### src/rtl/fir_pkg.sv
// fir_pkg: shared widths, default taps, state encoding and accumulator sizing for the serial FIR.
package fir_pkg;
   localparam int DW = 16;
   localparam int FRAC = 14;
   localparam int NTAPS_DEF = 9;
   typedef enum logic [1:0] {IDLE, MAC, OUT, FLUSH} state_t;
   localparam logic [DW-1:0] DEF_COEF [NTAPS_DEF] = '{
      16'h04F6, 16'h0AE4, 16'h1089, 16'h1496, 16'h160F, 16'h1496, 16'h1089, 16'h0AE4, 16'h04F6};
   function automatic int acc_w(input int ntaps);
      return 2*DW + $clog2(ntaps);
   endfunction
   // Only the 9-tap build has a meaningful default response; other sizes start from an all-zero bank.
   function automatic logic [DW-1:0] reset_coef(input int ntaps, input logic [3:0] i);
      return (ntaps == NTAPS_DEF && int'(i) < NTAPS_DEF) ? DEF_COEF[i] : '0;
   endfunction
endpackage

### src/rtl/fir_serial_seq_if.sv
// fir_serial_seq_if: sample stream, coefficient write port and flush/busy control for fir_serial_seq.
interface fir_serial_seq_if import fir_pkg::*; #(parameter int W = DW);
   logic in_valid, in_ready, out_valid, out_ready, coef_we, coef_ready, flush, busy;
   logic [W-1:0] in_data, out_data, coef_wdata;
   logic [3:0] coef_addr;
   modport master (output in_valid, in_data, out_ready, coef_we, coef_addr, coef_wdata, flush,
                   input in_ready, out_valid, out_data, coef_ready, busy);
   modport slave (input in_valid, in_data, out_ready, coef_we, coef_addr, coef_wdata, flush,
                  output in_ready, out_valid, out_data, coef_ready, busy);
endinterface

### src/rtl/fir_mac_unit.sv
// fir_mac_unit: clearable multiply-accumulate register with Q1.14 output slice.
// Define FIR_SATURATE_EN to clamp out-of-range results instead of wrapping.
module fir_mac_unit import fir_pkg::*; #(parameter int AW = 36) (
   input  logic                 clk,
   input  logic                 rst_n,
   input  logic                 clr,
   input  logic                 en,
   input  logic signed [DW-1:0] a,
   input  logic signed [DW-1:0] b,
   output logic [DW-1:0]        res
);
   logic signed [AW-1:0] acc_q, acc_d;
   logic signed [2*DW-1:0] prod;
   always_comb begin
      prod = a * b;
      acc_d = clr ? '0 : en ? acc_q + AW'(prod) : acc_q;
   end
   always_ff @(posedge clk) acc_q <= !rst_n ? '0 : acc_d;
`ifdef FIR_SATURATE_EN
   logic ovf, unused_lsb;
   always_comb begin
      ovf = !(&acc_q[AW-1:FRAC+DW-1]) && (|acc_q[AW-1:FRAC+DW-1]);
      res = !ovf ? acc_q[FRAC+DW-1:FRAC] : acc_q[AW-1] ? {1'b1, {DW-1{1'b0}}} : {1'b0, {DW-1{1'b1}}};
   end
   assign unused_lsb = ^acc_q[FRAC-1:0];
`else
   logic unused_bits;
   assign res = acc_q[FRAC+DW-1:FRAC];
   assign unused_bits = ^{acc_q[AW-1:FRAC+DW], acc_q[FRAC-1:0]};
`endif
endmodule

### src/rtl/fir_serial_seq.sv
// fir_serial_seq: time-multiplexed FIR sequencer with one MAC, a circular delay line and a writable coefficient bank.
// Define FIR_SATURATE_EN to saturate the output instead of wrapping on overflow.
module fir_serial_seq import fir_pkg::*; #(parameter int NTAPS = NTAPS_DEF) (
   input logic             clk,
   input logic             rst_n,
   fir_serial_seq_if.slave bus
);
   localparam int AW = acc_w(NTAPS);
   localparam logic [3:0] LAST = 4'(NTAPS - 1);
   state_t state_q, state_d;
   logic [3:0] k_q, k_d, wr_ptr_q, wr_ptr_d, rd_idx;
   logic [DW-1:0] buf_q [NTAPS], buf_d [NTAPS], coef_q [NTAPS], coef_d [NTAPS];
   logic out_valid_q, out_valid_d, clr, en;
   logic [DW-1:0] mac_res;
   always_comb begin
      rd_idx = wr_ptr_q >= k_q ? wr_ptr_q - k_q : wr_ptr_q + 4'(NTAPS) - k_q;
      state_d = state_q;
      k_d = k_q;
      wr_ptr_d = wr_ptr_q;
      buf_d = buf_q;
      coef_d = coef_q;
      out_valid_d = out_valid_q;
      clr = 1'b0;
      en = 1'b0;
      case (state_q)
         IDLE: begin
            if (bus.coef_we && {1'b0, bus.coef_addr} < 5'(NTAPS)) coef_d[bus.coef_addr] = bus.coef_wdata;
            if (bus.flush) state_d = FLUSH;
            else if (bus.in_valid) begin
               buf_d[wr_ptr_q] = bus.in_data;
               clr = 1'b1;
               state_d = MAC;
            end
         end
         MAC: begin
            en = 1'b1;
            k_d = k_q == LAST ? '0 : k_q + 4'd1;
            if (k_q == LAST) begin
               wr_ptr_d = wr_ptr_q == LAST ? '0 : wr_ptr_q + 4'd1;
               out_valid_d = 1'b1;
               state_d = OUT;
            end
         end
         OUT: if (bus.out_ready) begin
            out_valid_d = 1'b0;
            state_d = IDLE;
         end
         FLUSH: begin
            buf_d[k_q] = '0;
            k_d = k_q == LAST ? '0 : k_q + 4'd1;
            if (k_q == LAST) begin
               wr_ptr_d = '0;
               state_d = IDLE;
            end
         end
      endcase
   end
   always_ff @(posedge clk) begin
      if (!rst_n) begin
         state_q <= IDLE;
         k_q <= '0;
         wr_ptr_q <= '0;
         out_valid_q <= 1'b0;
         for (int i = 0; i < NTAPS; i++) begin
            buf_q[i] <= '0;
            coef_q[i] <= reset_coef(NTAPS, 4'(i));
         end
      end else begin
         state_q <= state_d;
         k_q <= k_d;
         wr_ptr_q <= wr_ptr_d;
         out_valid_q <= out_valid_d;
         buf_q <= buf_d;
         coef_q <= coef_d;
      end
   end
   fir_mac_unit #(.AW(AW)) u_mac (
      .clk(clk), .rst_n(rst_n), .clr(clr), .en(en),
      .a(buf_q[rd_idx]), .b(coef_q[k_q]), .res(mac_res)
   );
   assign bus.in_ready = state_q == IDLE && !bus.flush;
   assign bus.coef_ready = state_q == IDLE;
   assign bus.busy = state_q != IDLE;
   assign bus.out_valid = out_valid_q;
   assign bus.out_data = mac_res;
endmodule

### src/flat_wrapper.sv
// flat-port wrapper written by rule: the top's interface ports become plain ports
module fir_serial_seq_flat import fir_pkg::*;
#(parameter int NTAPS = NTAPS_DEF)
  (clk, rst_n, bus_in_valid, bus_in_data, bus_out_ready, bus_coef_we, bus_coef_addr, bus_coef_wdata, bus_flush, bus_in_ready, bus_out_valid, bus_out_data, bus_coef_ready, bus_busy);
  fir_serial_seq_if bus_i ();
  input logic clk;
  input logic rst_n;
  input wire logic [$bits(bus_i.in_valid)-1:0] bus_in_valid;
  input wire logic [$bits(bus_i.in_data)-1:0] bus_in_data;
  input wire logic [$bits(bus_i.out_ready)-1:0] bus_out_ready;
  input wire logic [$bits(bus_i.coef_we)-1:0] bus_coef_we;
  input wire logic [$bits(bus_i.coef_addr)-1:0] bus_coef_addr;
  input wire logic [$bits(bus_i.coef_wdata)-1:0] bus_coef_wdata;
  input wire logic [$bits(bus_i.flush)-1:0] bus_flush;
  output wire logic [$bits(bus_i.in_ready)-1:0] bus_in_ready;
  output wire logic [$bits(bus_i.out_valid)-1:0] bus_out_valid;
  output wire logic [$bits(bus_i.out_data)-1:0] bus_out_data;
  output wire logic [$bits(bus_i.coef_ready)-1:0] bus_coef_ready;
  output wire logic [$bits(bus_i.busy)-1:0] bus_busy;
  assign bus_i.in_valid = bus_in_valid;
  assign bus_i.in_data = bus_in_data;
  assign bus_i.out_ready = bus_out_ready;
  assign bus_i.coef_we = bus_coef_we;
  assign bus_i.coef_addr = bus_coef_addr;
  assign bus_i.coef_wdata = bus_coef_wdata;
  assign bus_i.flush = bus_flush;
  assign bus_in_ready = bus_i.in_ready;
  assign bus_out_valid = bus_i.out_valid;
  assign bus_out_data = bus_i.out_data;
  assign bus_coef_ready = bus_i.coef_ready;
  assign bus_busy = bus_i.busy;
  fir_serial_seq #(.NTAPS(NTAPS)) u_core (.clk(clk), .rst_n(rst_n), .bus(bus_i));
endmodule
### config.mk
export PLATFORM = sky130hd
export DESIGN_NAME = fir_serial_seq_flat
export DESIGN_NICKNAME = d
export VERILOG_FILES = /design/src/rtl/fir_pkg.sv /design/src/rtl/fir_serial_seq_if.sv /design/src/rtl/fir_mac_unit.sv /design/src/rtl/fir_serial_seq.sv /design/src/flat_wrapper.sv
export SDC_FILE = /design/constraint.sdc
export NUM_CORES = 2
export LEC_CHECK = 0
export ABC_AREA = 1
export CORE_UTILIZATION = 45
export CTS_CLUSTER_SIZE = 20
export DETAILED_ROUTE_END_ITERATION = 10
export SLEW_MARGIN = 20
export SYNTH_ARGS = -nofsm -noshare
export SYNTH_HDL_FRONTEND = slang
export SYNTH_SLANG_ARGS = --single-unit
### constraint.sdc
create_clock -name clk -period 12.7 [get_ports clk]
set_input_delay 1.27 -clock clk [delete_from_list [all_inputs] [get_ports clk]]
set_output_delay 1.27 -clock clk [all_outputs]
set_load 0.05 [all_outputs]
== Word level (Yosys, flattened, before mapping) ==
Cells that the tools add are included.
W data, S select, Z words.

* Register bits: 335
* Bits of input ports: 42
* Output and inout port bits: 20
* Word-level logic and storage cells: 111

* Add/sub/neg operators: 6
* Multiply operators: 1
* Order comparisons: 9
* Eq/ne operators: 11
* Mux-type cells: 36
* Bitwise gates (word level): 7
* Reduce and logical (&&, ||, !) cells: 18

{| class="wikitable"
|+ Operators with widths
! cell !! number
|-
| $bwmux W144 || 2
|-
| $mux W144 || 2
|-
| $pmux W144 S2 || 1
|-
| $demux W16 S4 || 3
|-
| $and A144 B144 Y144 || 1
|-
| $not A144 Y144 || 1
|-
| $bmux W16 S4 || 2
|-
| $mux W16 || 7
|-
| $add A36 B36 Y36 || 1
|-
| $mul A16 B16 Y32 || 1
|-
| $ge A5 B5 Y1 const B || 4
|-
| $mux W4 || 5
|-
| $not A4 Y5 || 4
|-
| $lt A5 B1 Y1 const B || 3
|-
| $mux W2 || 5
|-
| $reduce_and A3 Y1 || 3
|-
| $add A4 B1 Y4 const B || 2
|-
| $eq A4 B4 Y1 const B || 2
|-
| $pmux W2 S4 || 1
|-
| $pmux W4 S2 || 1
|-
| $reduce_bool A2 Y1 || 4
|-
| $sub A4 B4 Y4 || 2
|-
| $mux W1 || 6
|-
| $ne A2 B2 Y1 const B || 3
|-
| 15 further kinds || 22
|}

== Longest topological paths before layout ==
* Depth after elaboration: 9
* Depth in mapped cells: 58
* Mapped depth without buffers: 54

== Hierarchy ==
From an unflattened synthesis, not the netlist that was laid out.

* Cells, all modules: 3,864
* Area total of the unflattened synthesis: 27,751.6 µm²

{| class="wikitable"
|+ By module, submodules not included
! module !! instances !! cells an instance !! area each (µm²) !! sequential area each (µm²)
|-
| fir_serial_seq || 1 || 2,059 || 14,634.0 || 5,985.7
|-
| fir_mac_unit || 1 || 1,805 || 13,117.6 || 600.6
|}

== Worst setup path after synthesis ==
OpenSTA, ideal clock, no wires.

* Path type: reg-to-reg
* Start: reg u_core.k_q[0]
* End: reg u_core.u_mac.acc_q[29]
* Setup time: 0.113 ns
* Arrival: 9.346 ns
* Required time: 12.587 ns
* Setup slack: 3.242 ns
* Cell stages (with the launch flop): 51
* Path buffers: 6
* Clock period less this slack: 9.458 ns
* Cells stage by stage: dfxtp_1 -> inv_2 -> buf_6 -> buf_2 -> buf_4 -> buf_2 -> buf_2 -> ha_1 -> ha_1 -> inv_1 -> fa_1 -> inv_1 -> o21ai_4 -> nand2_4 -> clkbuf_1 -> o31ai_1 -> nand2_1 -> inv_1 -> [15 not listed] -> nor2_1 -> o221ai_1 -> a21oi_1 -> o21ai_0 -> a21oi_1 -> o21bai_1 -> xor2_1 -> ha_1 -> inv_1 -> o21bai_1 -> a221oi_1 -> o21ai_0 -> a21oi_1 -> nand3_2 -> nand2_1 -> nor2_1 -> nor2_1 -> nor2_1

* Word-level cells in the longest chain between the ends: 8
* Elaborated cells on any way between the ends: 14
* Classes of those cells: 3 x add/sub; 1 x mul; 1 x order compare; 7 x mux; 2 x bitwise

{| class="wikitable"
|+ RTL lines
! element !! line !! text
|-
| from (decl) || fir_serial_seq.sv:11 || <nowiki>logic [3:0] k_q, k_d, wr_ptr_q, wr_ptr_d, rd_idx;</nowiki>
|-
| from (signal assigned) || fir_serial_seq.sv:70 || <nowiki>k_q <= k_d;</nowiki>
|-
| $sub A4 B4 Y4 / $ge A4 B4 Y1 (equally long branches) || fir_serial_seq.sv:16 || <nowiki>rd_idx = wr_ptr_q >= k_q ? wr_ptr_q - k_q : wr_ptr_q + 4'(NTAPS) - k_q;</nowiki>
|-
| $mux W4 || fir_serial_seq.sv:16 ||
|-
| $not A4 Y5 (implied by the code) || fir_serial_seq.sv:79 || <nowiki>.a(buf_q[rd_idx]), .b(coef_q[k_q]), .res(mac_res)</nowiki>
|-
| $bmux W16 S4 || fir_serial_seq.sv:79 ||
|-
| $mux W16 (implied by the code) (2 in series) || fir_serial_seq.sv:79 ||
|-
| $mul A16 B16 Y32 (*) || fir_mac_unit.sv:15 || <nowiki>prod = a * b;</nowiki>
|-
| $add A36 B36 Y36 (*) || fir_mac_unit.sv:16 || <nowiki>acc_d = clr ? '0 : en ? acc_q + AW'(prod) : acc_q;</nowiki>
|-
| to (signal assigned) || fir_mac_unit.sv:18 || <nowiki>always_ff @(posedge clk) acc_q <= !rst_n ? '0 : acc_d;</nowiki>
|-
| to (decl) || fir_mac_unit.sv:12 || <nowiki>logic signed [AW-1:0] acc_q, acc_d;</nowiki>
|}

Every way passes the cells marked *; elsewhere a longest branch is shown, timed or not. The select of a mux whose other input is x is not followed.
A chain may end at the register's enable or synchronous reset.

== Worst setup path in the final report ==
* Start: reg u_core.k_q[2]
* End: reg u_core.u_mac.acc_q[29]

Same word-level chain as after synthesis.

==> metrics.md <==
| Metric | Value |
|---|---|
| CTS Buf Count | 41 |
| Vias per Instance | 5.38 |
| Gpl congestion | between 0.9 and 1 |
| Count leader, synth | inv_1 |
| Area fraction of the dominant cell type after synthesis | 0.249 |
| Worst-path clk slew | 60 ps |
| Average size of a mapped cell | 7.44 µm² |
| Row cnt | 88 |
| Detailed-route via count | ~23000 |
| Syn Nets | 3977 |
| Setup Fix Bufs, Post-CTS | 0 |
| Ranking of synthesized cells by area | dfxtp_1 25%, fa_1 19%, inv_1 8.7% |
| Bufs on Longest Clock Path | 3 |
| Actual slew at the worst max-slew pin | 1190 ps |
| CTS tree | built |
| Yosys cell types | 58 |
| Gr busiest metal | met2 |
| Syn Inst Count | roughly 3600 |
| Core area | 57900 µm² |
| CP most frequent cell | fa_1 |
| GRT overflow | 0 |
| Initial core utilization | 0.457 |
| Status | finished clean |
| Register bit total from synthesis | 329 |
| Post-CTS Resized | 0 |
| Die area | 59700 µm² |
| Layout fillers | 5796 |
| Critical Path Sink Type | flip-flop |
| Chip Width | 244 µm |
| Area Overhead vs Synth | 8.56% |
| CP max stage cell | fa_1 |
| Post-CTS Hold Buffers | 0 |
| Synth async-reset ratio | 0 |
| Number of global-route vias before repair | about 22000 |
| Top FF cell, synth | dfxtp_1 |
| Rel. slew slack | 0.202 |
| Period utilization | 0.869 |
| Yosys warns | 0 |
| Drc violations | 0 |
| CTS sink count | 329 |
| Setup CP Type | reg2reg |
| Startpoint Class | flip-flop |
| Layout cells sized above 1 | 0.0435 |
| DRT iter0 DRCs | approximately 2000 |
| Tmin final | 11030 ps |
| PortBufs | 61 |
| Root buffer cell | clkbuf_16 |
| GR Util All Layers | 0.266 |
| Die Y | about 240 µm |
| Hpwl dp | 55500 µm |
| RSZ-0062 raised after global routing | false |
| Layout Nets | between 3000 and 4000 |
| Drt total wl | 78400 µm |
| Netlist Area Pre-Place | 26400 µm² |
| CP required | 13180 ps |
| Critical Path Fanout Max | 60 |
| Grt met2 use | 0.418 |
| Worst clock skew | 10.6 ps |
| Max-slew violation count | 0 |
| Max_cap viols | 0 |
| Setup TNS | 0 ps |
| Met3 Use GR | 0.0394 |
| N_diodes | 0 |
| Worst hold-check path type | reg2reg |
| Largest net degree at the start of global routing | 106 |
| H-tree levels | 2 |
| Top cells by instance count after synthesis | 616 x inv_1, 485 x nand2_1, 456 x nor2_1, 329 x dfxtp_1, 252 x fa_1 |
| Register area share after synthesis | 0.249 |
| Final hold violation count | 0 |
| Remaining antenna violation count after routing | 0 |
| Final Setup Violations | 0 |
| F_max | 90.6 MHz |
| Met1 Track Usage GR | 0.372 |
| EDFF count, synth | 0 |
| Global-route wire length before repair | 126000 µm |
| Drt pass-1 iters | 6 |
| Io pins | between 60 and 70 |
| Initial antenna violation count | 1 |
| Synth area leader | dfxtp_1 |
| Crit-path max cell delay | 790 ps |
| Clock Latency Late Sink | 590 ps |
| WP data arrival | 11510 ps |
| Routed WL per cell | between 15 and 20 µm |
layer usage:
layer / wire length [µm] / part of all wire
met5: 0 / 0
met4: 2510 / 0.032
met3: 5080 / 0.065
met2: 34400 / 0.44
met1: 36400 / 0.46
logic make-up (layout without fill, tap and decap cells):
family          Yosys count  after routing  synth area share
compound gates          637            637             0.142
simple gates           1303           1303             0.211
fa+ha+maj               382            382             0.252
xor+xnor                 60             60            0.0199
buf+inv                 842            808             0.126
flops                   329            329             0.249
worst max-delay path, delay by kind of cell, from the launching register on:
kind                       cells  cell delay, ps
and+or+nand+nor               17            2750
adders and majority gates     10            4870
xor gates and xnor gates       1             180
AOI/OAI and AO/OA              5            1340
buffers and inverters          9            1410
DFF                            1             290
through the flow:
stage / worst slack, ps / cell area, µm² / std cells / utilization / hold WS (ps)
detailed placement: 1770 / 27400 / 4211 / 0.473 / 439
floorplan: 3240 / 26400 / 3553 / - / 424
finish: 1670 / 28700 / 4284 / 0.496 / 446
CTS: 1790 / 28700 / 4284 / 0.496 / 448
global placement: 1860 / 27400 / 4211 / 0.473 / 432
global route: 995 / 28700 / 4284 / 0.496 / 468
cell usage in the layout, fill, tap and decap left out, drive strengths merged, types with 75 or more instances in the layout:
cell type	instances
nand4	88
o21ai	196
fa	252
dfxtp	329
ha	130
inv	632
nand3	230
nand2	499
a21oi	220
nor2	460
o22ai	75
final timing paths:
check / start / endpoint / slack, ps / depth (start not counted)
hold reg to reg: u_core.coef_q[126]$_SDFFE_PN0P_ / u_core.coef_q[126]$_SDFFE_PN0P_ / 450 / 2
setup reg to reg: u_core.k_q[2]$_SDFFE_PN0P_ / u_core.u_mac.acc_q[29]$_SDFFE_PP0P_ / 1670 / 42
setup / recovery: u_core.k_q[2]$_SDFFE_PN0P_ / u_core.u_mac.acc_q[29]$_SDFFE_PP0P_ / 1670 / 42
hold / removal: u_core.coef_q[126]$_SDFFE_PN0P_ / u_core.coef_q[126]$_SDFFE_PN0P_ / 450 / 2
registers in the layout, summed over array words and instances (netlist names):
register / cells
u_core.buf_q: 144
u_core.coef_q: 144
u_core.u_mac.acc_q: 30
u_core.k_q: 4
u_core.wr_ptr_q: 4
u_core.state_q: 2
u_core.bus.out_valid: 1
area by class of cell:
class | count | area, µm² | area share
clock buffer | 59 | 1190 | 0.0416
sequential | 329 | 6590 | 0.230
clock inverter | 14 | 136 | 0.00475
multi-input combinational | 2382 | 16500 | 0.576
timing repair buffer | 98 | 890 | 0.0310
tap | 765 | 957 | 0.0333
inverter | 637 | 2390 | 0.0834
Power is left out: the tool's default activity adds up to more than one toggle a clock period on the data nets, which glitch-free logic cannot reach.
